`src/rtl/seq_divider_pkg.sv`:
```
// Shared encodings and constants for the sequential divider.
package seq_divider_pkg;

  typedef enum logic [1:0] {
    StIdle   = 2'b00,
    StDivide = 2'b01,
    StFinish = 2'b10
  } state_e;

  localparam int unsigned DefaultWidth = 8;

  // Sliced down to WIDTH by the user; supports widths up to 32.
  localparam logic [31:0] DivZeroQuot = '1;

endpackage

```
`src/rtl/div_step.sv`:
```
// One combinational restoring-division iteration: shift in a dividend bit, trial-subtract.
module div_step #(
  parameter int unsigned WIDTH = 8
) (
  input  logic [WIDTH-1:0] rem_i,
  input  logic             dividend_bit_i,
  input  logic [WIDTH-1:0] divisor_i,
  output logic [WIDTH-1:0] rem_o,
  output logic             quot_bit_o
);

  logic [WIDTH:0]   shifted;
  logic [WIDTH-1:0] trial;

  always_comb begin
    shifted    = {rem_i, dividend_bit_i};
    // Partial remainder stays below the divisor, so the difference fits in WIDTH bits.
    trial      = shifted[WIDTH-1:0] - divisor_i;
    quot_bit_o = (shifted >= {1'b0, divisor_i});
    rem_o      = quot_bit_o ? trial : shifted[WIDTH-1:0];
  end

endmodule

```
`src/rtl/seq_divider.sv`:
```
// Multi-cycle signed/unsigned restoring divider with START/BUSY/DONE handshake.
module seq_divider
  import seq_divider_pkg::*;
#(
  parameter int unsigned WIDTH = DefaultWidth
) (
  input  logic             CLK,
  input  logic             RESET,
  input  logic             START,
  input  logic             SIGNED,
  input  logic [WIDTH-1:0] DATA1,
  input  logic [WIDTH-1:0] DATA2,
  output logic [WIDTH-1:0] QUOTIENT,
  output logic [WIDTH-1:0] REMAINDER,
  output logic             BUSY,
  output logic             DONE,
  output logic             DIV_ZERO,
  output logic             ZERO
);

  localparam int unsigned CntW = $clog2(WIDTH);
  localparam logic [CntW-1:0] LastCnt = CntW'(WIDTH - 1);

  state_e           state_q;
  logic [WIDTH-1:0] dividend_q;  // magnitude shifts out MSB-first, quotient bits shift in
  logic [WIDTH-1:0] divisor_q;
  logic [WIDTH-1:0] rem_q;
  logic [CntW-1:0]  cnt_q;
  logic             neg_quot_q;
  logic             neg_rem_q;
  logic [WIDTH-1:0] quot_q;
  logic [WIDTH-1:0] remainder_q;
  logic             busy_q;
  logic             done_q;
  logic             div_zero_q;

  logic [WIDTH-1:0] step_rem;
  logic             step_bit;
  logic [WIDTH-1:0] quot_mag;
  logic [WIDTH-1:0] quot_fin;
  logic [WIDTH-1:0] rem_fin;
  logic             a_neg;
  logic             b_neg;
  logic [WIDTH-1:0] a_mag;
  logic [WIDTH-1:0] b_mag;

  div_step #(
    .WIDTH(WIDTH)
  ) u_div_step (
    .rem_i          (rem_q),
    .dividend_bit_i (dividend_q[WIDTH-1]),
    .divisor_i      (divisor_q),
    .rem_o          (step_rem),
    .quot_bit_o     (step_bit)
  );

  always_comb begin
    a_neg    = SIGNED & DATA1[WIDTH-1];
    b_neg    = SIGNED & DATA2[WIDTH-1];
    a_mag    = a_neg ? -DATA1 : DATA1;
    b_mag    = b_neg ? -DATA2 : DATA2;
    quot_mag = {dividend_q[WIDTH-2:0], step_bit};
    quot_fin = neg_quot_q ? -quot_mag : quot_mag;
    rem_fin  = neg_rem_q ? -step_rem : step_rem;
  end

  always_ff @(posedge CLK) begin
    if (!RESET) begin
      state_q     <= StIdle;
      dividend_q  <= '0;
      divisor_q   <= '0;
      rem_q       <= '0;
      cnt_q       <= '0;
      neg_quot_q  <= 1'b0;
      neg_rem_q   <= 1'b0;
      quot_q      <= '0;
      remainder_q <= '0;
      busy_q      <= 1'b0;
      done_q      <= 1'b0;
      div_zero_q  <= 1'b0;
    end else begin
      done_q <= 1'b0;
      case (state_q)
        StIdle, StFinish: begin
          if (!START) begin
            state_q <= StIdle;
          end else if (DATA2 == '0) begin
            state_q     <= StFinish;
            done_q      <= 1'b1;
            quot_q      <= DivZeroQuot[WIDTH-1:0];
            remainder_q <= DATA1;
            div_zero_q  <= 1'b1;
          end else begin
            state_q    <= StDivide;
            busy_q     <= 1'b1;
            dividend_q <= a_mag;
            divisor_q  <= b_mag;
            rem_q      <= '0;
            cnt_q      <= '0;
            neg_quot_q <= a_neg ^ b_neg;
            neg_rem_q  <= a_neg;
          end
        end
        StDivide: begin
          rem_q      <= step_rem;
          dividend_q <= quot_mag;
          cnt_q      <= cnt_q + CntW'(1);
          if (cnt_q == LastCnt) begin
            state_q     <= StFinish;
            busy_q      <= 1'b0;
            done_q      <= 1'b1;
            quot_q      <= quot_fin;
            remainder_q <= rem_fin;
            div_zero_q  <= 1'b0;
          end
        end
        default: begin
          state_q <= StIdle;
          busy_q  <= 1'b0;
        end
      endcase
    end
  end

  assign QUOTIENT  = quot_q;
  assign REMAINDER = remainder_q;
  assign BUSY      = busy_q;
  assign DONE      = done_q;
  assign DIV_ZERO  = div_zero_q;
  assign ZERO      = (quot_q == '0);

endmodule

```
`config.mk`:
```
export PLATFORM = sky130hd
export DESIGN_NAME = seq_divider
export DESIGN_NICKNAME = d
export VERILOG_FILES = /design/src/rtl/seq_divider_pkg.sv /design/src/rtl/div_step.sv /design/src/rtl/seq_divider.sv
export SDC_FILE = /design/constraint.sdc
export NUM_CORES = 1
export LEC_CHECK = 0
export CAP_MARGIN = 10
export CORE_AREA = 2 2 78 80
export CTS_BUF_LIST = sky130_fd_sc_hd__clkbuf_4 sky130_fd_sc_hd__clkbuf_8
export DETAILED_ROUTE_END_ITERATION = 10
export DIE_AREA = 0 0 80 82
export PLACE_DENSITY = 0.81
export RECOVER_POWER = 25
export SYNTH_ARGS = -nofsm -noshare
export SYNTH_HDL_FRONTEND = slang
export SYNTH_SLANG_ARGS = --single-unit
```
`constraint.sdc`:
```
create_clock -name CLK -period 2.99 [get_ports CLK]
set_input_delay 0.598 -clock CLK [delete_from_list [all_inputs] [get_ports CLK]]
set_output_delay 0.598 -clock CLK [all_outputs]
set_load 0.005 [all_outputs]
```
Yosys cells after proc, flatten, opt, wreduce, memory -nomap -nowiden
Cells that the tools add are included.

Bits in registers: 50. Latch bits: 0. Memory bits (writable): 0. Memory bits (read-only): 0. Bits of input ports: 20. Output and inout port bits: 20. Word-level logic and storage cells: 76. Memories: 0.

$add $sub $neg: 6. Multipliers: 0. Div/mod/pow operators: 0. Magnitude comparators: 1. Equality and inequality tests: 7. Shift operators: 0. Mux-type cells: 37. Bitwise logic cells: 4. Reductions and logical operators: 9.

Operators with widths (count): 8-bit two-way mux (15); 8-bit one-hot mux with 2 select lines (4); 8-bit negator (4); 8-bit logical NOT (2); 9-bit by 8-bit >= comparator with 1-bit output (1); 3-bit AND reduction (3); 1-bit two-way mux (8); 2-bit inequality test (second input constant) (4); 8-bit subtractor (1); 2-bit two-way mux (3); 3-bit two-way mux (2); 1-bit one-hot mux with 2 select lines (3); 3-bit one-hot mux with 2 select lines (1); 2-bit one-hot mux with 2 select lines (1); 4-bit AND reduction (1); 3-bit by 1-bit adder with 3-bit output (second input constant) (1); 3-bit == test (second input constant) (1); 1-bit AND (2); 2-bit by 1-bit == test with 1-bit output (second input constant) (1); 2-bit == test (second input constant) (1); 2-bit logical NOT (1); 2-bit nonzero test (1); 2-bit OR reduction (1); 1-bit NOT (1); 1-bit bitwise XOR (1).

Logic depth before layout (Yosys ltp)
Depth after elaboration: 6. Mapped depth: 15. Gate-level depth less buffers: 14.

Cells and area by module
A second synthesis with hierarchy kept.

Cells, all modules: 379. Area, all modules: 3111.7 µm².

By module, submodules not included: seq_divider (times used 1, cells each 310, area an instance 2591.2 µm², sequential area each 1001.0 µm²); div_step (times used 1, cells each 69, area an instance 520.5 µm², sequential area each 0.0 µm²).

Worst setup path before layout
OpenSTA, ideal clock, no wires.

Path type: register -> register. From: register divisor_q[6]. To: register remainder_q[4], in the netlist REMAINDER[4]. Arrival: 2.584 ns. Slack: 0.276 ns. Cell stages (with the launch flop): 15. Period minus slack after synthesis: 2.714 ns. Cell sequence: dfxtp_1 inv_1 ha_1 a21o_1 a211oi_4 nand2_8 clkbuf_1 nand2_1 o21ai_0 ha_1 nand2_1 nor3_1 a311o_1 nand2_1 o211ai_1.

Word-level cells in the longest chain between the ends: 6.

Ends and longest elaborated chain: start: declaration (line seq_divider.sv:26) `logic [WIDTH-1:0] divisor_q;`; start signal: assignment (line seq_divider.sv:97) `divisor_q <= b_mag;`; 9-bit by 8-bit >= comparator with 1-bit output * (line div_step.sv:19) `quot_bit_o = (shifted >= {1'b0, divisor_i});`; 8-bit two-way mux * (line div_step.sv:20) `rem_o = quot_bit_o ? trial : shifted[WIDTH-1:0];`; 8-bit negator (line seq_divider.sv:64) `rem_fin = neg_rem_q ? -step_rem : step_rem;`; 8-bit two-way mux * (line seq_divider.sv:64); 8-bit two-way mux * (line seq_divider.sv:108) `if (cnt_q == LastCnt) begin`; 8-bit one-hot mux with 2 select lines * (line seq_divider.sv:83) `case (state_q)`; end signal: assignment (line seq_divider.sv:113) `remainder_q <= rem_fin;`; end: declaration (line seq_divider.sv:32) `logic [WIDTH-1:0] remainder_q;`.

Mark *: on every way between the ends. The rest lies on a longest branch, timed or not. The select of a mux whose other input is x is not followed. A chain may end at the register's enable or synchronous reset.

Final worst setup path
From: register dividend_q[7]. To: register remainder_q[7], in the netlist REMAINDER[7].

Word-level cells in the longest chain between the ends: 6.

Ends and longest elaborated chain: start: declaration (line seq_divider.sv:25) `logic [WIDTH-1:0] dividend_q;`; start signal: assignment (line seq_divider.sv:96) `dividend_q <= a_mag;`; start signal: assignment (line seq_divider.sv:106) `dividend_q <= quot_mag;`; 8-bit subtractor or 9-bit by 8-bit >= comparator with 1-bit output (tied branches) (line div_step.sv:18, div_step.sv:19); 8-bit two-way mux * (line div_step.sv:20); 8-bit negator (line seq_divider.sv:64); 8-bit two-way mux * (line seq_divider.sv:64); 8-bit two-way mux * (line seq_divider.sv:108); 8-bit one-hot mux with 2 select lines * (line seq_divider.sv:83).

Marked as above.

==> results.txt <==
----------------------------------------------------
[Critical path]
  Cell family with the largest share of critical-path delay ... simple AND/OR/NAND/NOR gates
  Capturing point of the worst reg2reg path ... REMAINDER[7]
  Flop-to-flop setup slack ... 0.12 ns
  Critical path endpoint category ... flip-flop
  Buffers & Inverters on Critical Path ... 2
  Dominant cell type by count on the critical path ... sky130_fd_sc_hd__a211oi_2
  Delay of the slowest critical-path stage ... 0.44 ns
  Required @ worst endpoint ... between 3 and 4 ns
  Start of the worst register-to-register path ... dividend_q[7]
  Critical path launch point ... dividend_q[7]
  Cell-by-cell listing of the critical path ... inv_2 > ha_1 > inv_1 > fa_2 > a211oi_2 > nor2_1 > xor2_1 > or3b_4 > or4_4 > and4b_4 > a211oi_2
  Data arrival time of the critical path ... 3.11 ns
  Crit path launch type ... flip-flop
  R2R cell count ... 11
  Type of the worst setup path ... reg -> reg
  Max stage delay cell, worst path ... sky130_fd_sc_hd__or4_4
  Maximum fanout along the worst path ... 4

[Die]
  I/O pin total ... 40
  Floorplan die area ... 6560 sq um
  CORE AREA ... 5750 sq um
  Die Width ... ~80 microns
  Starting density of the core ... 56.4%
  Die Height ... a little over 80 microns
  Core Rows ... 28

[Timing]
  Least-Margin Pin Slew ... roughly 0.8 ns
  Setup skew after layout ... 0.00777 ns
  Portion of the clock cycle consumed by the worst path in the final layout ... 96.0%
  Post-route worst hold slack ... between 0.4 and 0.5 ns
  # setup viols final ... 0
  Hold violation total from the final report ... 0
  Unrepaired setup endpoints after global routing ... no
  Highest clock rate ... 0.348 GHz
  Fin. max-slew vios ... 0
  Relative slew margins ... a little under half
  Post-layout minimum cycle time ... 2.87 ns
  Setup TNS after final layout ... 0 ns

[Detailed routing]
  Final routed DRC violation total ... 0
  Routed Antenna Nets ... 0
  Routed length per placed instance ... 16.8 microns
  Met2 WL ... 4240 microns
  Met3 layer wire length in the routed design ... 584 microns
  Per-cell via count in the routed design ... 6.01
  Total length of routed wires ... around 9000 microns
  Detailed Routing Iterations Pass 1 ... 5
  First DRT Iteration DRCs ... approximately 200
  Vias after detailed routing ... 3156
  Wire length the detailed router placed on met1 ... about 3800 microns
  Top routing layer in use ... met4

[Yosys]
  Sequential area share after synthesis ... a little under a third
  Number of enable-type register cells in the synthesized netlist ... 0
  Syn Inst Count ... ~400
  Synthesized flop and latch total ... 50
  Syn_area_per_cell ... 8.05 sq um
  Synth cell types ... between 60 and 70
  Fraction of synthesis flops using an asynchronous set or reset pin ... 0%
  Mapped Nets ... roughly 440
  Cell Area, Synth ... approximately 3200 sq um
  Most frequently used flop master after synthesis ... sky130_fd_sc_hd__dfxtp_1
  Count of synthesis-stage warnings from yosys ... 0

[GRT]
  GRT overflow ... 0
  Number of antenna violations at the first check in global routing ... 0
  Vias in the first global route ... 2992
  Global-route wire length before repair ... 14600 microns
  Pin count of the biggest net entering global routing ... 25
  Total GRT Usage ... 28.4%

[Finish]
  Most used cells in the layout excluding fill and tap cells ... 50 x sky130_fd_sc_hd__nand2_1, 49 x sky130_fd_sc_hd__dfxtp_1, 27 x sky130_fd_sc_hd__o21ai_0
  Share of cells above drive strength 1 ... 11.1%
  # diodes ... 0
  Leading cell type in the layout, fill and taps excluded ... sky130_fd_sc_hd__nand2_1
  Post-synthesis to final-layout area growth ... 20.5%
  Net count, final ... approximately 480

[Placement]
  Placer congestion estimate ... roughly 0.9
  Detailed-placement wirelength estimate ... 6670 microns
  Port-buffer cells ... 39

[Clock network]
  Count of hold buffers inserted by post-cts repair ... 0
  Clock transition at the register clock pins on the worst setup and hold paths after CTS ... ~0.090 ns
  Clock sink count ... 50
  Clock tree from TritonCTS ... built
  Maximum buffer depth of the clock tree ... 2
  Root buffer selected by CTS ... sky130_fd_sc_hd__clkbuf_8
  Clock insertion delay at the later pin of the skew report ... about 0.31 ns
  CTS HTree Levels ... 2
  CTS Buf Count ... 5

[Power and ir drop]
  Static Leakage ... 1.64 nW
  Maximum resistive drop on vdd ... 0.356 mV
  Total power density per cell area ... between 600 and 700 nW/um^2
  Overall power after layout ... 2.45 mW

[Flow run]
  Number of max-cap violations ... 0

[Min path]
  Tightest Hold Check Type ... reg -> reg
  Worst hold path endpoint ... cnt_q[2]
  Worst Min Path Start ... cnt_q[2]
  Count of cells along the worst hold path ... 2

[Run status]
  Run status ... complete, no violations

----------------------------------------------------
==> metal layers <==
metal  vias up  track usage, %
met2       135            47.3
met1      1457            37.3
li1       1543               -
met5         -               0
met4         0            10.5
met3        21            4.29
==> Yosys cell counts (all sizes together), types with 2 or more instances <==
| master | count | area, sq um |
|---|---|---|
| a211o | 2 | 17.5 |
| a211oi | 4 | 52.6 |
| a21boi | 13 | 97.6 |
| a21o | 3 | 22.5 |
| a21oi | 21 | 105 |
| a22oi | 2 | 15.0 |
| a31oi | 6 | 37.5 |
| and2 | 10 | 62.6 |
| buf | 9 | 50.1 |
| clkbuf | 12 | 45.0 |
| dfxtp | 50 | 1000 |
| ha | 14 | 175 |
| inv | 18 | 67.6 |
| mux2i | 7 | 70.1 |
| nand2 | 51 | 208 |
| nand2b | 8 | 50.1 |
| nand3 | 19 | 95.1 |
| nand3b | 2 | 15.0 |
| nand4 | 5 | 31.3 |
| nor2 | 24 | 90.1 |
| nor2b | 6 | 37.5 |
| nor3 | 10 | 50.1 |
| nor4 | 4 | 25.0 |
| o211a | 8 | 80.1 |
| o211ai | 11 | 87.6 |
| o21a | 2 | 15.0 |
| o21ai | 29 | 156 |
| o221a | 3 | 33.8 |
| o311a | 2 | 20.0 |
| o41ai | 3 | 26.3 |
| or3 | 5 | 36.3 |
| or4 | 5 | 41.3 |
| xnor2 | 11 | 96.3 |
| xor2 | 9 | 78.8 |
==> cell type report <==
type                       count  area (sq um)
clock buffer                   6          82.6
sequential                    50          1000
multi-input combinational    313          2090
timing repair buffer          61           556
fill                         512          1840
inverter                      18          67.6
clock inverter                 2          12.5
tap                           75          93.8
==> registers in the layout, indices dropped and copies added, names as in the netlist <==
name,count
QUOTIENT,8
REMAINDER,8
dividend_q,8
divisor_q,8
rem_q,8
cnt_q,3
state_q,2
BUSY,1
DIV_ZERO,1
DONE,1
neg_quot_q,1
neg_rem_q,1
==> kinds of logic after synthesis <==
kind of cell / Yosys count / share of synthesized area, %
and+or+nand+nor: 153 / 24.1
AOI/OAI and AO/OA: 118 / 26.3
DFF: 50 / 30.9
buffers and inverters: 39 / 5.02
xor gates and xnor gates: 20 / 5.41
adders and majority gates: 15 / 6.03
muxes: 7 / 2.16
==> report_power, final <==
group | total, mW | internal, mW | switching, mW
combinational | 1.26 | 0.526 | 0.738
sequential | 0.762 | 0.710 | 0.0520
clock | 0.419 | 0.186 | 0.233
==> worst max-delay path by stage <==
stage               cells after the start           end
finish                                 11  REMAINDER[7]
global route                           11  REMAINDER[7]
CTS                                    10  REMAINDER[7]
detailed placement                     10  REMAINDER[7]
global placement                       10  REMAINDER[7]
floorplan                              14  REMAINDER[4]
==> what timing repair did <==
action | CTS | global route
setup buffers | 0 | 1
resized for setup | 0 | 5
endpoints found under the setup margin | 0 | 2
==> worst min-delay path: cells and delay by family, from the launching register on <==
family          cells  cell delay [ns]
compound gates      1             0.07
simple gates        1             0.06
flops               1             0.32
==> through the flow <==
stage | utilization, % | cells | instance area (sq um) | setup slack (ns)
2_1_floorplan | - | 402 | 3240 | 0.276
3_3_place_gp | 65.9 | 516 | 3780 | 0.146
3_5_place_dp | 65.9 | 516 | 3780 | 0.0901
4_1_cts | 67.5 | 524 | 3880 | 0.0616
5_1_grt | 67.9 | 525 | 3900 | 0.00862
6_report | 67.9 | 525 | 3900 | 0.119
No activity file was read; power rests on OpenSTA's default activity.
